`src/rtl/vga_draw_scheduler.sv`:
```
// vga_draw_scheduler: shares the single VGA adapter port between the map
// drawer (client 0) and the sprite drawers (clients 1..NUM_CLIENTS-1).
// Each frame, the clients are started in fixed order. Only the active
// client's pixel stream reaches the adapter. A watchdog bounds each client,
// and a sticky overrun flag records frame ticks that land mid-frame.
module vga_draw_scheduler #(
  parameter int NUM_CLIENTS    = 5,
  parameter int FRAME_DIV      = 833333,
  parameter int TIMEOUT_CYCLES = 40000
) (
  input  logic                     clock_50,
  input  logic                     reset,
  input  logic                     en,
  output logic [NUM_CLIENTS-1:0]   client_start,
  input  logic [NUM_CLIENTS-1:0]   client_done,
  input  logic [NUM_CLIENTS-1:0]   client_plot,
  input  logic [8*NUM_CLIENTS-1:0] client_x,
  input  logic [8*NUM_CLIENTS-1:0] client_y,
  input  logic [3*NUM_CLIENTS-1:0] client_color,
  output logic                     vga_plot,
  output logic [7:0]               vga_x,
  output logic [7:0]               vga_y,
  output logic [2:0]               vga_color,
  output logic [2:0]               active_client,
  output logic                     frame_tick,
  output logic                     busy,
  output logic                     overrun,
  output logic                     timeout_err
);

  typedef enum logic [1:0] {IDLE, START, DRAW, NEXT} state_t;

  localparam logic [19:0] FRAME_LAST = 20'(FRAME_DIV - 1);
  localparam logic [15:0] WD_LAST    = 16'(TIMEOUT_CYCLES - 1);
  localparam logic [2:0]  IDX_LAST   = 3'(NUM_CLIENTS - 1);

  state_t                 state, state_next;
  logic [2:0]             idx, idx_next;
  logic [15:0]            watchdog, watchdog_next;
  logic [19:0]            frame_count;
  logic                   timeout_hit;

  logic                   sel_done;
  logic                   sel_plot;
  logic [7:0]             sel_x;
  logic [7:0]             sel_y;
  logic [2:0]             sel_color;
  logic [NUM_CLIENTS-1:0] sel_onehot;

  // Free-running frame divider; frame_tick is registered one cycle after the last count.
  always_ff @(posedge clock_50) begin
    if (!reset) begin
      frame_count <= '0;
      frame_tick  <= 1'b0;
    end else begin
      frame_count <= (frame_count == FRAME_LAST) ? '0 : frame_count + 20'd1;
      frame_tick  <= (frame_count == FRAME_LAST);
    end
  end

  // Pick out the signals of the client addressed by idx.
  always_comb begin
    sel_done   = 1'b0;
    sel_plot   = 1'b0;
    sel_x      = '0;
    sel_y      = '0;
    sel_color  = '0;
    sel_onehot = '0;
    for (int i = 0; i < NUM_CLIENTS; i++) begin
      if (idx == 3'(i)) begin
        sel_done      = client_done[i];
        sel_plot      = client_plot[i];
        sel_x         = client_x[8*i +: 8];
        sel_y         = client_y[8*i +: 8];
        sel_color     = client_color[3*i +: 3];
        sel_onehot[i] = 1'b1;
      end
    end
  end

  // State, client index, watchdog and sticky flags.
  always_ff @(posedge clock_50) begin
    if (!reset) begin
      state       <= IDLE;
      idx         <= '0;
      watchdog    <= '0;
      overrun     <= 1'b0;
      timeout_err <= 1'b0;
    end else begin
      state    <= state_next;
      idx      <= idx_next;
      watchdog <= watchdog_next;
      if (timeout_hit) begin
        timeout_err <= 1'b1;
      end
      if (frame_tick && state != IDLE) begin
        overrun <= 1'b1;
      end
    end
  end

  // Next-state logic plus the start pulse and the adapter mux; the adapter is driven only in DRAW.
  always_comb begin
    state_next    = state;
    idx_next      = idx;
    watchdog_next = watchdog;
    timeout_hit   = 1'b0;
    client_start  = '0;
    vga_plot      = 1'b0;
    vga_x         = '0;
    vga_y         = '0;
    vga_color     = '0;
    unique case (state)
      IDLE: begin
        if (frame_tick && en) begin
          state_next = START;
          idx_next   = '0;
        end
      end
      START: begin
        client_start  = sel_onehot;
        watchdog_next = '0;
        state_next    = DRAW;
      end
      DRAW: begin
        vga_plot      = sel_plot;
        vga_x         = sel_x;
        vga_y         = sel_y;
        vga_color     = sel_color;
        watchdog_next = watchdog + 16'd1;
        if (sel_done) begin
          state_next = NEXT;
        end else if (watchdog == WD_LAST) begin
          timeout_hit = 1'b1;
          state_next  = NEXT;
        end
      end
      NEXT: begin
        if (idx == IDX_LAST) begin
          idx_next   = '0;
          state_next = IDLE;
        end else begin
          idx_next   = idx + 3'd1;
          state_next = START;
        end
      end
      default: state_next = IDLE;
    endcase
  end

  assign busy          = (state != IDLE);
  assign active_client = idx;

endmodule

```
`config.mk`:
```
export PLATFORM = sky130hd
export DESIGN_NAME = vga_draw_scheduler
export DESIGN_NICKNAME = d
export VERILOG_FILES = /design/src/rtl/vga_draw_scheduler.sv
export SDC_FILE = /design/constraint.sdc
export NUM_CORES = 1
export LEC_CHECK = 0
export CORE_AREA = 4 4 89 91
export DETAILED_ROUTE_END_ITERATION = 6
export DIE_AREA = 0 0 93 95
export GPL_TIMING_DRIVEN = 0
export PLACE_DENSITY_LB_ADDON = 0.25
export SYNTH_ARGS = -nofsm -noshare
export SYNTH_HDL_FRONTEND = slang
export SYNTH_SLANG_ARGS = --single-unit
```
`constraint.sdc`:
```
create_clock -name clock_50 -period 3.9 [get_ports clock_50]
set_input_delay 0.78 -clock clock_50 [delete_from_list [all_inputs] [get_ports clock_50]]
set_output_delay 0.78 -clock clock_50 [all_outputs]
set_load 0.1 [all_outputs]
```
==> results.ini, run 1 <==
[final_layout]
finish.utilization=0.702
nets=678
syn2layout_area_growth_pct=61.3
num-fill-cells=575
drive_gt1_frac=0.122
n_antenna_cell=0
postLayoutCellArea_mm2=0.00501

[synth]
ys_seq_area_frac=0.284
syn_inst=413
yosys_warnings=0
avgSynthCellArea_um2=7.52
syn_area_mm2=0.00311
yosysUniqueCellTypes=50
synth_ff_type=dfxtp_1
synthArstFlopShare=0
synth_seq_cells=44
synth_edf_count=0
syn_nets=533

[setup_path]
r2r-start=state[0]
cp_slowest_cell=clkdlybuf4s15_2
required_ps=3120
crit_start=active_client[0]
path_max_fanout=10
crit_buf_inv=3
crit_arrival_ps=2970
crit_chain=ha_1, ha_1, clkbuf_1, clkbuf_1, a21oi_1, a21oi_4, clkdlybuf4s15_2
cp_top_family=buffers and inverters
cpPeakStageDelay_ps=580
worstSetupStartpointType=flop
crit_path_end_kind=primary output
crit_type=reg -> out

[outcome]
status=complete, no violations

[routing]
vias=3716
vias_per_cell=5.65
wl_per_cell_um=17.5
routed_wl_mm=11.5
ant_nets=0
drt_pass1_iterations=4
first_iter_violations=155
drcViolationCount=0

[floorplanning]
die_h_um=95
die_area_mm2=0.00884
start_util=0.435
rows=31
ios=140
fp.coreArea_mm2=0.00714
dieWidth_um=93

[sta]
drv_slew=0
fin_worst_skew_ps=5.16
tns_ps=0
worst_pin_slew_ps=1050
slew-limit-headroom=0.295
period_needed_ps=3750
finalWorstSetupSlack_ps=155
setup_viol=0
fmax_ghz=0.267
hold_violations=0
min_period_over_period=0.960

[clock_network]
root_buffer=clkbuf_8
clkSlewWorstSetupHoldPaths_ps=80
clock_path_buffers=2
cts_htree_levels=2
insertion_delay_ps=300
cts_buffers=5
cts_num_sinks=44
post-cts-setup-buffers=0
cts_tree=built

[place]
place_ws_ps=-168
io_buffers=138
place_congestion=0.859
dpl.hpwl_mm=8.97
dpl_cell_area_mm2=0.00484

[flow_run]
cap_violations=0

[min_path]
hold_path_startpoint=timeout_err
worstHoldPathType=reg -> reg

[global_route]
grt_max_degree=15
grt_overflow=0
antenna_found_initial=0
grt_pass1_wl_mm=18.1
track_usage=0.256
grt_pass1_vias=3643

[power_and_ir_drop]
p_total_mw=1.22
p_per_area_mw_per_mm2=243
leakagePower_nw=1.70
peakVddDrop_mv=0.327

[routing by layer]
| layer | up-vias | share of wire | track usage |
|---|---|---|---|
| li1 | 1812 | - | - |
| met1 | 1762 | 0.42 | 0.311 |
| met2 | 117 | 0.47 | 0.440 |
| met3 | 25 | 0.076 | 0.0622 |
| met4 | 0 | 0.027 | 0.0916 |
| met5 | - | 0 | 0 |
[through the flow]
step / hold slack, ps / cells
CTS: 472 / 658
finish: 469 / 658
global placement: 452 / 650
floorplan: 438 / 413
detailed placement: 453 / 650
global route: 523 / 658
[state kept, by name, summed over array words and instances, names as in the netlist]
register,flops
frame_count,20
watchdog,16
active_client,3
state,2
frame_tick,1
overrun,1
timeout_err,1
[kinds of logic after synthesis]
family | after synthesis | share of synthesized area
buffers and inverters | 45 | 0.0620
xor gates and xnor gates | 21 | 0.0592
DFF | 44 | 0.284
AOI/OAI and AO/OA | 121 | 0.239
adders and majority gates | 12 | 0.0483
and+or+nand+nor | 168 | 0.301
muxes | 2 | 0.00644
[layout by cell type, fill, tap and decap left out, types with 14 or more instances in the layout]
cell type / netlist / final
a21oi_1: 55 / 35
a21oi_4: 0 / 20
o21ai_0: 28 / 28
or3_1: 26 / 26
a221oi_1: 20 / 20
clkdlybuf4s15_2: 0 / 18
clkdlybuf4s50_1: 0 / 117
nand3_1: 15 / 15
dfxtp_1: 44 / 44
inv_1: 16 / 16
xor2_1: 14 / 14
nor2_1: 50 / 50
clkbuf_1: 21 / 20
nand2_1: 18 / 18
[final cells by class]
class                           count  area, um^2  area share
Inverter                           16        60.1      0.0120
Timing Repair Buffer              138        1390       0.278
Clock inverter                      3        90.1      0.0180
Multi-Input combinational cell    324        2260       0.451
Tap cell                           99         124      0.0247
Clock buffer                        5        68.8      0.0137
Buffer                             29         134      0.0267
Sequential cell                    44         881       0.176
[where the power goes]
group / internal (mW) / switching [mW]
Combinational: 0.148 / 0.129
Sequential: 0.457 / 0.0106
Clock: 0.320 / 0.154
[synthesized netlist by cell type (2+ instances only)]
library cell	n	area share
or3_1	26	0.052
xor2_1	14	0.039
nand2_1	18	0.022
and2_1	6	0.012
clkbuf_4	2	0.0048
mux2i_1	2	0.0064
o21ai_0	28	0.045
xnor2_1	7	0.020
a21oi_1	55	0.089
dfxtp_1	44	0.28
nand4_1	11	0.022
nor4_1	4	0.0081
nand3_1	15	0.024
and4_1	4	0.011
nor2_1	50	0.060
inv_1	16	0.019
nand2b_1	2	0.0040
o21a_1	2	0.0048
nor2b_1	3	0.0060
or4_1	6	0.014
a221oi_1	20	0.056
and3_1	5	0.010
o31ai_1	6	0.014
or4bb_1	2	0.0072
clkbuf_1	21	0.025
nand4_2	2	0.0081
a32oi_1	2	0.0056
buf_2	5	0.0081
ha_1	12	0.048
nor3_1	3	0.0048
[timing repair]
item / CTS / global route
endpoints found under the hold margin: 0 / 0
hold buffers: 0 / 0
endpoints found under the setup margin: 21 / 13
resized for setup: 59 / 7
[final timing paths]
path / end / slack (ps) / depth (start not counted)
hold / removal: timeout_err / 470 / 1
setup reg to reg: watchdog[15] / 1690 / 7
setup / recovery: vga_x[6] / 150 / 7
hold reg to reg: timeout_err / 470 / 1
No activity file was read; power rests on OpenSTA's default activity.
==> inputs of run 2 (changes only) <==
--- a/config.mk
+++ b/config.mk
@@ -5,10 +5,12 @@
 export SDC_FILE = /design/constraint.sdc
 export NUM_CORES = 1
 export LEC_CHECK = 0
-export CORE_AREA = 4 4 89 91
+export ABC_AREA = 1
+export CORE_AREA = 4 4 104 81
 export DETAILED_ROUTE_END_ITERATION = 6
-export DIE_AREA = 0 0 93 95
+export DIE_AREA = 0 0 108 85
 export GPL_TIMING_DRIVEN = 0
+export HOLD_SLACK_MARGIN = 0.15
 export PLACE_DENSITY_LB_ADDON = 0.25
 export SYNTH_ARGS = -nofsm -noshare
 export SYNTH_HDL_FRONTEND = slang
==> run 2 against run 1 <==
Setup slack gained 230 ps. Combinational power grew to 6.7 times the previous value. Flip-flop and latch count is the same. Die area grew 3.9%. Non-clock buffer count shrank 1. Register-to-register slack gained 190 ps. Clock power shrank 27%. Critical path type unchanged. Critical endpoint is now vga_y[4]. Largest cell class unchanged. Largest power group is now combinational logic.
==> results.ini, run 2 <==
[outcome]
status=complete, no violations

[sta]
rsz0062_at_grt=no
min_period_over_period=0.900  ; -0.0599
tns_ps=0  ; unchanged
hold_violations=0  ; unchanged
worst_pin_slew_ps=1020  ; -31.8 ps
fin_worst_skew_ps=7.96  ; +2.80 ps
setup_viol=0  ; unchanged
slew-limit-headroom=0.316  ; +0.0213
period_needed_ps=3510  ; -234 ps
fmax_ghz=0.285  ; +6.7%
drv_slew=0  ; unchanged

[synth]
synth_top_area_frac=0.271  ; -0.0128
syn_nets=632  ; +19%
syn_area_mm2=0.00325  ; +4.7%
synth_seq_cells=44  ; unchanged
syn_inst=512  ; +24%
synth_common_cells=82 x nand2_1, 60 x nor2_1, 58 x nand3_1
synth_most_common_cell=nand2_1
synth_top_cell_by_area=dfxtp_1
synth_edf_count=0  ; unchanged
synth_ff_type=dfxtp_1
synthArstFlopShare=0  ; unchanged
yosys_warnings=0  ; unchanged
ys_seq_area_frac=0.271  ; -0.0128
synth_area_leaders=dfxtp_1 27%, nand2_1 9.5%, nand3_1 8.9%, a21oi_1 6.9%, nor2_1 6.9%
avgSynthCellArea_um2=6.35  ; -16%
yosysUniqueCellTypes=33  ; -34%

[final_layout]
finish.utilization=0.663  ; -0.0389
drive_gt1_frac=0.121  ; -0.000250
largest_reg_flops=20  ; unchanged
final_cell_mix=118 x clkdlybuf4s50_1, 82 x nand2_1, 60 x nor2_1, 58 x nand3_1, 44 x dfxtp_1
nets=778  ; +15%
n_antenna_cell=0  ; unchanged
final_common_cell=clkdlybuf4s50_1
syn2layout_area_growth_pct=49.4
top_register=frame_count

[power_and_ir_drop]
leakagePower_nw=1.88  ; +10%
peakVddDrop_mv=0.323  ; -1.3%
p_per_area_mw_per_mm2=559  ; +130%

[global_route]
track_usage=0.236  ; -0.0199
grt_max_degree=14  ; -1
antenna_found_initial=0  ; unchanged
grt_pass1_vias=3906  ; +7.2%
grt_overflow=0  ; unchanged
grt_pass1_wl_mm=18.0  ; -0.80%

[routing]
vias=4034  ; +8.6%
routed_wl_mm=11.1  ; -3.9%
drt_pass1_iterations=5  ; +1
wl_per_cell_um=14.5  ; -17%
ant_nets=0  ; unchanged
drcViolationCount=0  ; unchanged
vias_per_cell=5.31  ; -6.0%
first_iter_violations=257  ; +66%

[clock_network]
insertion_delay_ps=300  ; about the same
clkSlewWorstSetupHoldPaths_ps=80  ; about the same
cts_buffers=5  ; unchanged
root_buffer=clkbuf_8
cts_tree=built
clock_path_buffers=2  ; unchanged
cts_htree_levels=2  ; unchanged
cts_num_sinks=44  ; unchanged

[setup_path]
r2r-start=state[0]
crit_type=reg -> out
crit_path_end_kind=primary output
worstSetupStartpointType=flop
crit_arrival_ps=2730  ; -240 ps
path_max_fanout=10  ; unchanged
reg2reg_slack_ps=1880  ; +190 ps
r2r_end=watchdog[13]
required_ps=3120  ; about the same
r2r_cells=11  ; +4

[place]
dpl.hpwl_mm=8.90  ; -0.80%
io_buffers=139  ; +0.72%
place_congestion=0.818  ; -4.8%

[floorplanning]
start_util=0.444  ; +0.00845
rows=27  ; -13%
die_area_mm2=0.00918  ; +3.9%
die_h_um=85  ; -11%
dieWidth_um=108  ; +16%
fp.coreArea_mm2=0.00733  ; +2.7%
ios=140  ; unchanged

[flow_run]
cap_violations=0  ; unchanged

[min_path]
whs_path_depth=2  ; +1
hold_path_startpoint=frame_count[19]
worstHoldPathType=reg -> reg
worstHoldEndpoint=frame_count[19]

## run 2: what timing repair did
item | 4_1_cts | 5_1_grt
resized for setup | 20 | 41
endpoints found under the setup margin | 20 | 21
hold buffers | 0 | 0
buffers inserted | 0 | 0
## run 2: area by class of cell
type / count / area (um^2)
inverter: 50 / 188
clock buffer: 6 / 72.6
fill: 671 / 2470
sequential: 44 / 881
clock inverter: 2 / 35.0
timing repair buffer: 139 / 1290
multi-input combinational: 391 / 2140
buffer: 27 / 124
tap: 101 / 126
## run 2: cell families after synthesis
kind of cell             synth area share
buffers and inverters              0.0958
AO/OA/AOI/OAI                       0.223
XOR/XNOR                           0.0108
AND/OR/NAND/NOR                     0.353
adder cells (fa/ha/maj)            0.0462
flip-flops                          0.271
## run 2: metal layers
layer | GRT usage | vias to the layer above | routed length (um)
li1 | - | 2036 | -
met1 | 0.293 | 1834 | 4860
met2 | 0.416 | 142 | 5270
met3 | 0.0456 | 22 | 650
met4 | 0.0654 | 0 | 273
met5 | 0 | - | 0
## run 2: worst max path at each step
stage                                 from           end  slack (ps)
after floorplan           active_client[2]  vga_color[0]          70
after global placement        client_x[15]      vga_x[7]         130
after detailed placement  active_client[2]      vga_x[7]          70
after CTS                 active_client[2]      vga_x[7]          50
after global routing      active_client[2]      vga_x[5]         230
final                     active_client[2]      vga_y[4]         390
## run 2: power breakdown
part	leakage, nW	switching (mW)	internal, mW
Clock	0.0552	0.154	0.190
Combinational	1.47	1.32	0.539
Sequential	0.356	0.0368	0.480
## run 2: worst max-delay path, stage by stage, from the launching register on
cell	delay, ps
dfxtp_1	490
inv_2	130
buf_2	210
ha_1	220
inv_1	170
buf_1	370
o21ai_1	180
a21oi_2	170
clkbuf_2	490
## run 2: per-stage QoR
stage	cell area, um^2	setup slack [ps]	hold WS (ps)	power [mW]	instances
2_1_floorplan	3330	66.4	440	1.95	512
3_3_place_gp	4850	129	449	2.39	752
3_5_place_dp	4850	72.1	460	2.43	752
4_1_cts	4930	47.4	475	2.73	760
5_1_grt	4860	229	505	2.90	760
6_report	4860	388	474	2.72	760
==> inputs of run 3 (changes only) <==
--- a/config.mk
+++ b/config.mk
@@ -6,11 +6,12 @@
 export NUM_CORES = 1
 export LEC_CHECK = 0
 export ABC_AREA = 1
-export CORE_AREA = 4 4 104 81
+export CORE_AREA = 4 4 111 87
 export DETAILED_ROUTE_END_ITERATION = 6
-export DIE_AREA = 0 0 108 85
+export DIE_AREA = 0 0 115 91
 export GPL_TIMING_DRIVEN = 0
 export HOLD_SLACK_MARGIN = 0.15
+export MAX_ROUTING_LAYER = met4
 export PLACE_DENSITY_LB_ADDON = 0.25
 export SYNTH_ARGS = -nofsm -noshare
 export SYNTH_HDL_FRONTEND = slang
==> run 3 against run 2 <==
Power up 4.8%. Critical endpoint is now client_start[4]. Sequential power about the same. Critical path type unchanged. Fmax down 5.1%. Largest cell class unchanged.
==> results.ini, run 3 (same netlist as run 2, synthesis figures left out) <==
[floorplanning]
start_util=0.386  ; -0.0573
rows=29  ; +7.4%
dieWidth_um=115  ; +6.5%
ios=140  ; unchanged
die_h_um=91  ; +7.1%
die_area_mm2=0.0105  ; +14%
fp.coreArea_mm2=0.00842  ; +15%

[min_path]
worstHoldPathType=reg -> reg
worstHoldEndpoint=frame_count[19]
hold_path_startpoint=frame_count[19]
whs_path_depth=2  ; unchanged

[sta]
fmax_ghz=0.270  ; -5.1%
drv_slew=0  ; unchanged
worst_pin_slew_ps=1040  ; +18.6 ps
slew-limit-headroom=0.304  ; -0.0124
tns_ps=0  ; unchanged
rsz0062_at_grt=no
min_period_over_period=0.948  ; +0.0479
fin_worst_skew_ps=3.79  ; -4.17 ps
period_needed_ps=3700  ; +187 ps
finalWorstSetupSlack_ps=201  ; -187 ps
setup_viol=0  ; unchanged
hold_violations=0  ; unchanged

[final_layout]
final_cell_mix=119 x clkdlybuf4s50_1, 82 x nand2_1, 60 x nor2_1, 58 x nand3_1, 44 x dfxtp_1
postLayoutCellArea_mm2=0.00492  ; +1.3%
syn2layout_area_growth_pct=51.3
final_common_cell=clkdlybuf4s50_1
num-fill-cells=778  ; +16%
drive_gt1_frac=0.121  ; unchanged
multi_input_area_mm2=0.00214  ; unchanged
nets=778  ; unchanged
n_antenna_cell=0  ; unchanged
seq_area_um2=881  ; unchanged
top_register=frame_count
largest_reg_flops=20  ; unchanged
layout.cells.non_filler=767  ; +0.92%

[clock_network]
cts_tree=built
cts_htree_levels=2  ; unchanged
clkSlewWorstSetupHoldPaths_ps=60  ; -20 ps
cts_num_sinks=44  ; unchanged
clock_path_buffers=2  ; unchanged
post-cts-setup-buffers=0  ; unchanged
insertion_delay_ps=280  ; -20 ps
postCtsHoldBufs=0  ; unchanged
root_buffer=clkbuf_16
cts_buffers=5  ; unchanged

[place]
place_inst=759  ; +0.93%
dpl_cell_area_mm2=0.00486  ; +0.18%
dpl.hpwl_mm=9.24  ; +3.8%
place_ws_ps=21.9  ; -50.3 ps
place_congestion=0.888  ; +8.5%
io_buffers=139  ; unchanged

[routing]
routed_wl_mm=11.3  ; +2.6%
vias=4028  ; -0.15%
ant_nets=0  ; unchanged
first_iter_violations=184  ; -28%
vias_per_cell=5.25  ; -1.1%
wl_per_cell_um=14.8  ; +1.6%
drt_pass1_iterations=5  ; unchanged
drcViolationCount=0  ; unchanged

[global_route]
antenna_found_initial=0  ; unchanged
track_usage=0.216  ; -0.0203
grt_max_degree=14  ; unchanged
grt_overflow=0  ; unchanged
grt_pass1_vias=3858  ; -1.2%
grt_pass1_wl_mm=18.1  ; +0.69%

[setup_path]
worstSetupStartpointType=flop
crit_path_end_kind=primary output
reg2reg_slack_ps=1920  ; +40 ps
crit_arrival_ps=2920  ; +190 ps
r2r-start=state[0]
r2r_end=watchdog[13]
path_max_fanout=10  ; unchanged
required_ps=3120  ; about the same
r2r_cells=11  ; unchanged
crit_type=reg -> out

[flow_run]
cap_violations=0  ; unchanged

[power_and_ir_drop]
peakVddDrop_mv=0.314  ; -2.9%
p_per_area_mw_per_mm2=578  ; +3.4%
leakagePower_nw=1.89  ; +0.38%
p_total_mw=2.85  ; +4.8%

[outcome]
status=complete, no violations

run 3: changes by cell type in the layout (fill, tap and decap cells not counted):
| cell | change |
|---|---|
| clkbuf_16 | +5 |
| dlymetal6s2s_1 | -1 |
| clkdlybuf4s50_1 | +1 |
| clkbuf_8 | -5 |
run 3: cell type report:
cell class,instances,share of cell area
clock buffers,6,0.0262
well taps,108,0.0274
inverters,50,0.0381
flip-flops and latches,44,0.179
multi-input cells,391,0.435
clock inverters,2,0.00712
plain buffers,27,0.0252
repair buffers,139,0.262
run 3: power by group:
group / internal [mW] / leakage, nW / total, mW / switching [mW]
combinational: 0.539 / 1.45 / 1.86 / 1.32
clock: 0.301 / 0.0808 / 0.473 / 0.171
sequential: 0.480 / 0.356 / 0.518 / 0.0380
total: 1.32 / 1.89 / 2.85 / 1.53
run 3: what timing repair did:
item,in CTS,in global routing
hold endpoints to repair,0,0
gates resized for setup,22,38
pin swaps,0,0
endpoints found under the setup margin,20,20
run 3: metal layers:
layer / track usage / share of wire
met3: 0.0492 / 0.050
met5: - / 0
met2: 0.363 / 0.49
met1: 0.256 / 0.43
met4: 0.0635 / 0.031
run 3: worst max path at each step:
stage                     startpoint         endpoint  slack [ps]  depth (start not counted)
floorplan           active_client[2]     vga_color[0]          70                          7
global placement    active_client[2]         vga_y[5]          60                          8
detailed placement  active_client[2]         vga_y[5]          20                          8
CTS                 active_client[2]         vga_y[5]           9                          8
global route        active_client[0]  client_start[4]           9                          6
finish              active_client[0]  client_start[4]         200                          6
run 3: metrics by stage:
stage | hold WS, ps | util
finish | 464 | 0.585
global route | 497 | 0.585
CTS | 465 | 0.594
detailed placement | 456 | 0.577
global placement | 450 | 0.577
floorplan | 440 | -
run 3: critical path, cell delays in order, from the launching register on:
cell             delay [ps]
dfxtp_1                 420
inv_1                   110
ha_1                    230
nand2_1                 210
clkbuf_1                560
nor2_1                   80
clkdlybuf4s50_1        1010
